$ cat config.mk
export PLATFORM = sky130hd
export DESIGN_NAME = lsu
export DESIGN_NICKNAME = d
export VERILOG_FILES = /design/src/rtl/lsu_pkg.sv /design/src/rtl/lsu_align.sv /design/src/rtl/lsu.sv
export SDC_FILE = /design/constraint.sdc
export NUM_CORES = 1
export LEC_CHECK = 0
export BUFFER_PORTS_ARGS = -buffer_cell sky130_fd_sc_hd__buf_4
export CORE_UTILIZATION = 40
export CTS_CLUSTER_SIZE = 24
export DETAILED_ROUTE_END_ITERATION = 8
export PLACE_DENSITY = 0.67
export SYNTH_ARGS = -nofsm -noshare
export SYNTH_HDL_FRONTEND = slang
export SYNTH_HIERARCHICAL = 1
export SYNTH_SLANG_ARGS = --single-unit
$ cat constraint.sdc
create_clock -name clk_i -period 7.9 [get_ports clk_i]
set_input_delay 0.395 -clock clk_i [delete_from_list [all_inputs] [get_ports clk_i]]
set_output_delay 0.395 -clock clk_i [all_outputs]
set_load 0.03 [all_outputs]
$ cat src/rtl/lsu_pkg.sv
// Shared definitions for the load/store unit: RV32I funct3 codes and FSM state type.
package lsu_pkg;

    localparam logic [2:0] F3_B  = 3'b000;
    localparam logic [2:0] F3_H  = 3'b001;
    localparam logic [2:0] F3_W  = 3'b010;
    localparam logic [2:0] F3_BU = 3'b100;
    localparam logic [2:0] F3_HU = 3'b101;

    typedef enum logic [1:0] {
        ST_IDLE,
        ST_ACCESS,
        ST_WRITE,
        ST_RESP
    } lsu_state_t;

    function automatic logic f3_legal(input logic we, input logic [2:0] f3);
        if (we) begin
            return (f3 == F3_B) || (f3 == F3_H) || (f3 == F3_W);
        end
        return (f3 == F3_B) || (f3 == F3_H) || (f3 == F3_W) ||
               (f3 == F3_BU) || (f3 == F3_HU);
    endfunction

endpackage

$ cat src/rtl/lsu_align.sv
// Byte-lane logic for the LSU: store merge into the fetched word and load extract/extend.
// Halves use only offset[1] and words ignore the offset, so misaligned requests align down.
module lsu_align
    import lsu_pkg::*;
(
    input  logic [2:0]  funct3_i,
    input  logic [1:0]  offset_i,
    input  logic [31:0] word_i,
    input  logic [31:0] wdata_i,
    output logic [31:0] merged_o,
    output logic [31:0] load_o
);

    logic [7:0]  byte_sel;
    logic [15:0] half_sel;

    always_comb begin
        merged_o = word_i;
        case (funct3_i)
            F3_B: begin
                case (offset_i)
                    2'd0: merged_o[7:0]   = wdata_i[7:0];
                    2'd1: merged_o[15:8]  = wdata_i[7:0];
                    2'd2: merged_o[23:16] = wdata_i[7:0];
                    2'd3: merged_o[31:24] = wdata_i[7:0];
                endcase
            end
            F3_H: begin
                if (offset_i[1]) merged_o[31:16] = wdata_i[15:0];
                else             merged_o[15:0]  = wdata_i[15:0];
            end
            F3_W:    merged_o = wdata_i;
            default: merged_o = word_i;
        endcase
    end

    always_comb begin
        case (offset_i)
            2'd0: byte_sel = word_i[7:0];
            2'd1: byte_sel = word_i[15:8];
            2'd2: byte_sel = word_i[23:16];
            2'd3: byte_sel = word_i[31:24];
        endcase
        half_sel = offset_i[1] ? word_i[31:16] : word_i[15:0];
        load_o   = '0;
        case (funct3_i)
            F3_B:    load_o = {{24{byte_sel[7]}}, byte_sel};
            F3_BU:   load_o = {24'b0, byte_sel};
            F3_H:    load_o = {{16{half_sel[15]}}, half_sel};
            F3_HU:   load_o = {16'b0, half_sel};
            F3_W:    load_o = word_i;
            default: load_o = '0;
        endcase
    end

endmodule

$ cat src/rtl/lsu.sv
// Load/store unit: FSM and registers between the execute stage and a word-wide memory.
// Build option LSU_MISALIGN_TRAP_EN: misaligned half/word accesses error instead of aligning down.
//
// state     | meaning
// ST_IDLE   | ready for a request; errored requests go straight to ST_RESP
// ST_ACCESS | read the addressed word into word_q; loads capture their result
// ST_WRITE  | write back the merged word (sub-word stores are read-modify-write)
// ST_RESP   | one-cycle response pulse
module lsu
    import lsu_pkg::*;
#(
    parameter int MEM_ADDR_BITS = 14
) (
    input  logic        clk_i,
    input  logic        reset_i,
    input  logic        req_valid_i,
    output logic        req_ready_o,
    input  logic        req_we_i,
    input  logic [2:0]  req_funct3_i,
    input  logic [31:0] req_addr_i,
    input  logic [31:0] req_wdata_i,
    output logic        rsp_valid_o,
    output logic [31:0] rsp_rdata_o,
    output logic        rsp_error_o,
    output logic [31:0] mem_address_o,
    output logic [31:0] mem_data_in_o,
    input  logic [31:0] mem_data_out_i,
    output logic        mem_we_o
);

    lsu_state_t  state_q, state_d;
    logic        we_q;
    logic [2:0]  f3_q;
    logic [31:0] addr_q;
    logic [31:0] wdata_q;
    logic [31:0] word_q;
    logic [31:0] rsp_rdata_q;
    logic        rsp_error_q;

    logic        hs;
    logic        misalign;
    logic        req_err;
    logic [31:0] align_word;
    logic [31:0] merged;
    logic [31:0] load_data;

`ifdef LSU_MISALIGN_TRAP_EN
    always_comb begin
        case (req_funct3_i)
            F3_H, F3_HU: misalign = req_addr_i[0];
            F3_W:        misalign = |req_addr_i[1:0];
            default:     misalign = 1'b0;
        endcase
    end
`else
    assign misalign = 1'b0;
`endif

    assign hs      = req_valid_i && req_ready_o;
    assign req_err = (|req_addr_i[31:MEM_ADDR_BITS]) || !f3_legal(req_we_i, req_funct3_i) || misalign;

    // Loads extract straight from memory in ACCESS; stores merge into the captured word in WRITE.
    assign align_word = (state_q == ST_ACCESS) ? mem_data_out_i : word_q;

    lsu_align u_align (
        .funct3_i (f3_q),
        .offset_i (addr_q[1:0]),
        .word_i   (align_word),
        .wdata_i  (wdata_q),
        .merged_o (merged),
        .load_o   (load_data)
    );

    always_ff @(posedge clk_i) begin
        if (reset_i) state_q <= ST_IDLE;
        else         state_q <= state_d;
    end

    always_comb begin
        state_d = state_q;
        case (state_q)
            ST_IDLE:   if (hs) state_d = req_err ? ST_RESP : ST_ACCESS;
            ST_ACCESS: state_d = we_q ? ST_WRITE : ST_RESP;
            ST_WRITE:  state_d = ST_RESP;
            ST_RESP:   state_d = ST_IDLE;
            default:   state_d = ST_IDLE;
        endcase
    end

    always_comb begin
        req_ready_o   = (state_q == ST_IDLE);
        rsp_valid_o   = (state_q == ST_RESP) && !reset_i;
        rsp_rdata_o   = reset_i ? '0 : rsp_rdata_q;
        rsp_error_o   = !reset_i && rsp_error_q;
        mem_address_o = '0;
        mem_data_in_o = '0;
        mem_we_o      = 1'b0;
        if (state_q == ST_ACCESS || state_q == ST_WRITE) begin
            mem_address_o = {addr_q[31:2], 2'b00};
        end
        if (state_q == ST_WRITE) begin
            mem_data_in_o = merged;
            mem_we_o      = !reset_i;
        end
    end

    always_ff @(posedge clk_i) begin
        if (reset_i) begin
            we_q        <= 1'b0;
            f3_q        <= '0;
            addr_q      <= '0;
            wdata_q     <= '0;
            word_q      <= '0;
            rsp_rdata_q <= '0;
            rsp_error_q <= 1'b0;
        end else begin
            case (state_q)
                ST_IDLE: begin
                    if (hs) begin
                        we_q    <= req_we_i;
                        f3_q    <= req_funct3_i;
                        addr_q  <= req_addr_i;
                        wdata_q <= req_wdata_i;
                        if (req_err) begin
                            rsp_rdata_q <= '0;
                            rsp_error_q <= 1'b1;
                        end
                    end
                end
                ST_ACCESS: begin
                    word_q <= mem_data_out_i;
                    if (!we_q) begin
                        rsp_rdata_q <= load_data;
                        rsp_error_q <= 1'b0;
                    end
                end
                ST_WRITE: begin
                    rsp_rdata_q <= '0;
                    rsp_error_q <= 1'b0;
                end
                default: ;
            endcase
        end
    end

endmodule

==> impl_metrics.py <==
metrics = {
    "outcome": {
        "status": "completed",
    },
    "timing": {
        "finalSetupViolCount": 0,
        "final.period_utilization_pct": 39.9,
        "worstMarginPinSlew_ns": 1.05,
        "drv_slew": 0,
        "max_freq_mhz": 317,
        "hold_violations": 0,
        "fin_setup_tns_ns": 0,
        "relSlewSlack_pct": 30.1,
        "setup_slack_ns": 4.75,
        "rsz0062_at_grt": "no",
        "clock-skew-final_ns": 0.00915,
        "period_minus_slack_ns": 3.15,
    },
    "synthesis": {
        "yosys_warnings": 6,
        "avgSynthCellArea_sq_um": 8.38,
        "synthArstFlopShare_pct": 0,
        "syn_area_sq_um": 7270,
        "synthCells": 867,
        "ys_ff_latch": 135,
        "ys.flop_type": "dfxtp_1",
        "synth_edf_count": 0,
        "synthDistinctLibCells": 51,
        "seq_area_frac_synth_pct": 37.2,
    },
    "global_route": {
        "grt_pass1_vias": 6260,
        "grt_first_pass_wirelength_mm": 33.6,
        "antenna_found_initial": 0,
        "track_usage_pct": 24.0,
        "overflow": 0,
        "use_met3_pct": 7.11,
        "grtUsageMet1_pct": 29.8,
        "top_usage_layer": "met2",
        "grt_max_degree": 99,
        "grt_util_met2_pct": 39.0,
    },
    "critical_path": {
        "worstSetupPathType": "reg2reg",
        "reg2reg_to": "rsp_rdata_q[31]$_SDFFE_PP0P_",
        "slowest_stage": "nand2b_2",
        "crit_chain": "inv_1 -> ha_1 -> buf_4 -> mux2_2 -> mux2_4 -> a22oi_2 -> nand2b_2 -> o211ai_1 -> and2_1 -> mux2_2",
        "cp.required_ns": 8.21,
        "reg2reg_depth": 10,
        "worstReg2RegStart": "state_q[1]$_SDFFE_PP0N_",
        "arrival_ns": 3.46,
        "slowest_delay_ns": 0.47,
        "cpMostUsedCell": "mux2_2",
        "crit_path_max_fanout": 35,
        "cp-start-kind": "register",
        "cp-end-kind": "register",
        "r2r_slack_ns": 4.75,
    },
    "finish": {
        "stdcell_area_sq_um": 9360,
        "area_growth_pct": 28.7,
        "final_cells": 1261,
        "nNetsFinal": 1131,
        "n_antenna_cell": 0,
        "final-seq-area_sq_um": 2700,
        "fillers": 1748,
        "multi_input_area_sq_um": 4180,
        "post-route-util_pct": 53.3,
        "drive_gt1_share_pct": 31.9,
    },
    "die": {
        "rows": 48,
        "initial_utilization_pct": 41.5,
        "core_area_sq_um": 17500,
        "fp.dieW_microns": 137,
        "io_pins": 203,
        "die_h_microns": 137,
        "die-area_sq_um": 18700,
    },
    "clocking": {
        "cts_sinks": 135,
        "cts_buffers": 17,
        "clk_pin_slew_worst_paths_ns": 0.06,
        "cts_root_buf": "clkbuf_16",
        "cts_setup_buffers": 0,
        "holdBufCountCts": 0,
        "cts_tree": "yes",
        "post_cts_resized": 0,
        "clk_path_buf_depth": 2,
        "htree_levels": 4,
        "clock_latency_ns": 0.43,
    },
    "routing": {
        "drc": 0,
        "routedWlPerCell_microns": 17.7,
        "viasPerCell": 5.23,
        "drt-total-wl_mm": 22.3,
        "ant_nets": 0,
        "vias": 6595,
        "first_pass_iters": 5,
        "drt_iter0_drc": 389,
    },
    "placed_design": {
        "place.gp.congestion": 0.901,
        "post_dp_cell_area_sq_um": 8730,
        "pre_cts_ws_ns": 4.80,
        "numPlacedInstances": 1229,
        "portBuffers": 200,
        "hpwl_mm": 15.7,
    },
    "min_path": {
        "hp-start": "req_addr_i[13]",
        "holdPathStages": 3,
        "whs_endpoint": "addr_q[13]$_SDFFE_PP0P_",
        "hold_path.class": "in2reg",
    },
    "pwr": {
        "comb_power_share_pct": 43.2,
        "pwr-share-seq_pct": 28.9,
        "power.density_nw_per_um2": 322,
        "max-vdd-ir-drop_mv": 0.223,
        "leakagePower_nw": 4.11,
        "p_clk_share_pct": 27.9,
        "p_sw_mw": 1.17,
        "intPower_mw": 1.85,
        "power.share.switching_pct": 38.7,
    },
    "flow_run": {
        "max-cap-violations": 0,
    },
}
## cell families (layout without fill, tap and decap cells)
logic type      Yosys count  count (layout)  synth area share [%]
compound gates          163             163                  14.5
fa+ha+maj                 5               5                 0.861
buf+inv                  75             243                  5.47
flops                   135             135                  37.2
mux                      86              86                  13.2
other cells               1               2                0.0516
simple gates            402             402                  28.7
## power by group through the flow
stage	logic [mW]	registers (mW)	clock network, mW
after CTS	1.31	0.869	0.856
after global placement	1.29	0.879	0
final	1.30	0.870	0.841
after floorplan	0.971	0.851	0
after global routing	1.41	0.882	0.882
after detailed placement	1.31	0.884	0
## stage by stage
stage | hold WS [ns] | total power [mW]
floorplan | 0.432 | 1.82
global placement | 0.437 | 2.17
global route | 0.204 | 3.17
CTS | 0.200 | 3.03
detailed placement | 0.442 | 2.19
finish | 0.218 | 3.01
## cell type report
cell class	count	share of cell area, %
Clock inverter	13	1.91
Clock buffer	19	4.73
Tap cell	225	3.01
Multi-Input combinational cell	658	44.6
Inverter	3	0.120
Timing Repair Buffer	208	16.7
Sequential cell	135	28.9
## how the worst max path moves through the flow
stage	startpoint	cells after the start	endpoint
2_1_floorplan	state_q[1]$_SDFFE_PP0N_	12	rsp_rdata_q[22]$_SDFFE_PP0P_
3_3_place_gp	state_q[1]$_SDFFE_PP0N_	10	rsp_rdata_q[31]$_SDFFE_PP0P_
3_5_place_dp	state_q[1]$_SDFFE_PP0N_	10	rsp_rdata_q[31]$_SDFFE_PP0P_
4_1_cts	f3_q[1]$_SDFFE_PP0P_	7	mem_data_in_o[23]
5_1_grt	state_q[1]$_SDFFE_PP0N_	10	rsp_rdata_q[31]$_SDFFE_PP0P_
6_report	state_q[1]$_SDFFE_PP0N_	10	rsp_rdata_q[31]$_SDFFE_PP0P_
## Yosys cell counts (3+ instances only)
library cell	number	share of area [%]
a21oi_1	74	5.1
buf_4	5	0.52
o211ai_1	9	0.93
clkbuf_1	33	1.7
nand3b_1	3	0.31
o21a_1	4	0.41
mux2_2	77	12
and2_1	101	8.7
nor2_1	13	0.67
a22o_1	8	0.96
nor4_1	4	0.34
o21ai_0	11	0.76
a32oi_1	8	0.96
buf_2	24	1.7
a31oi_1	5	0.43
nand3_1	33	2.3
a221o_1	10	1.4
a21o_1	13	1.3
a22oi_1	8	0.83
nor2b_1	75	6.5
buf_6	9	1.4
inv_1	3	0.15
o22ai_1	5	0.43
dfxtp_1	135	37
mux2i_1	8	1.1
nand2_1	156	8.1
ha_1	5	0.86
## registers in the layout, summed over array words and instances, names as in the netlist
signal and count:
f3_q 3, rsp_rdata_q 32, wdata_q 32, word_q 32
state_q 2, we_q 1, addr_q 32, rsp_error_q 1
## placed cells by master (no fill, tap or decap), types with 8 or more instances in the layout
cell type  count
a21o_1        13
a21oi_1       74
a221o_1       10
a22o_1         8
a22oi_1        8
a32oi_1        8
and2_1       100
buf_4        208
clkbuf_16     17
dfxtp_1      135
mux2_2        77
mux2i_1        8
nand2_1      155
nand3_1       33
nor2_1        13
nor2b_1       75
o211ai_1       9
o21ai_0       11
## metal layers
metal	vias to the layer above	part of all wire, %
met2	244	47
met4	0	2.4
met5	-	0
met3	30	8.3
met1	3066	42
li1	3255	-
## critical path, delay by kind of cell, from the launching register on
kind                       cells  cell delay [ns]
and+or+nand+nor                2             0.65
muxes                          3             0.98
DFF                            1             0.36
buffers and inverters          2             0.49
AOI/OAI and AO/OA              2             0.39
adders and majority gates      1             0.14
Power figures use the tool's default switching activity.
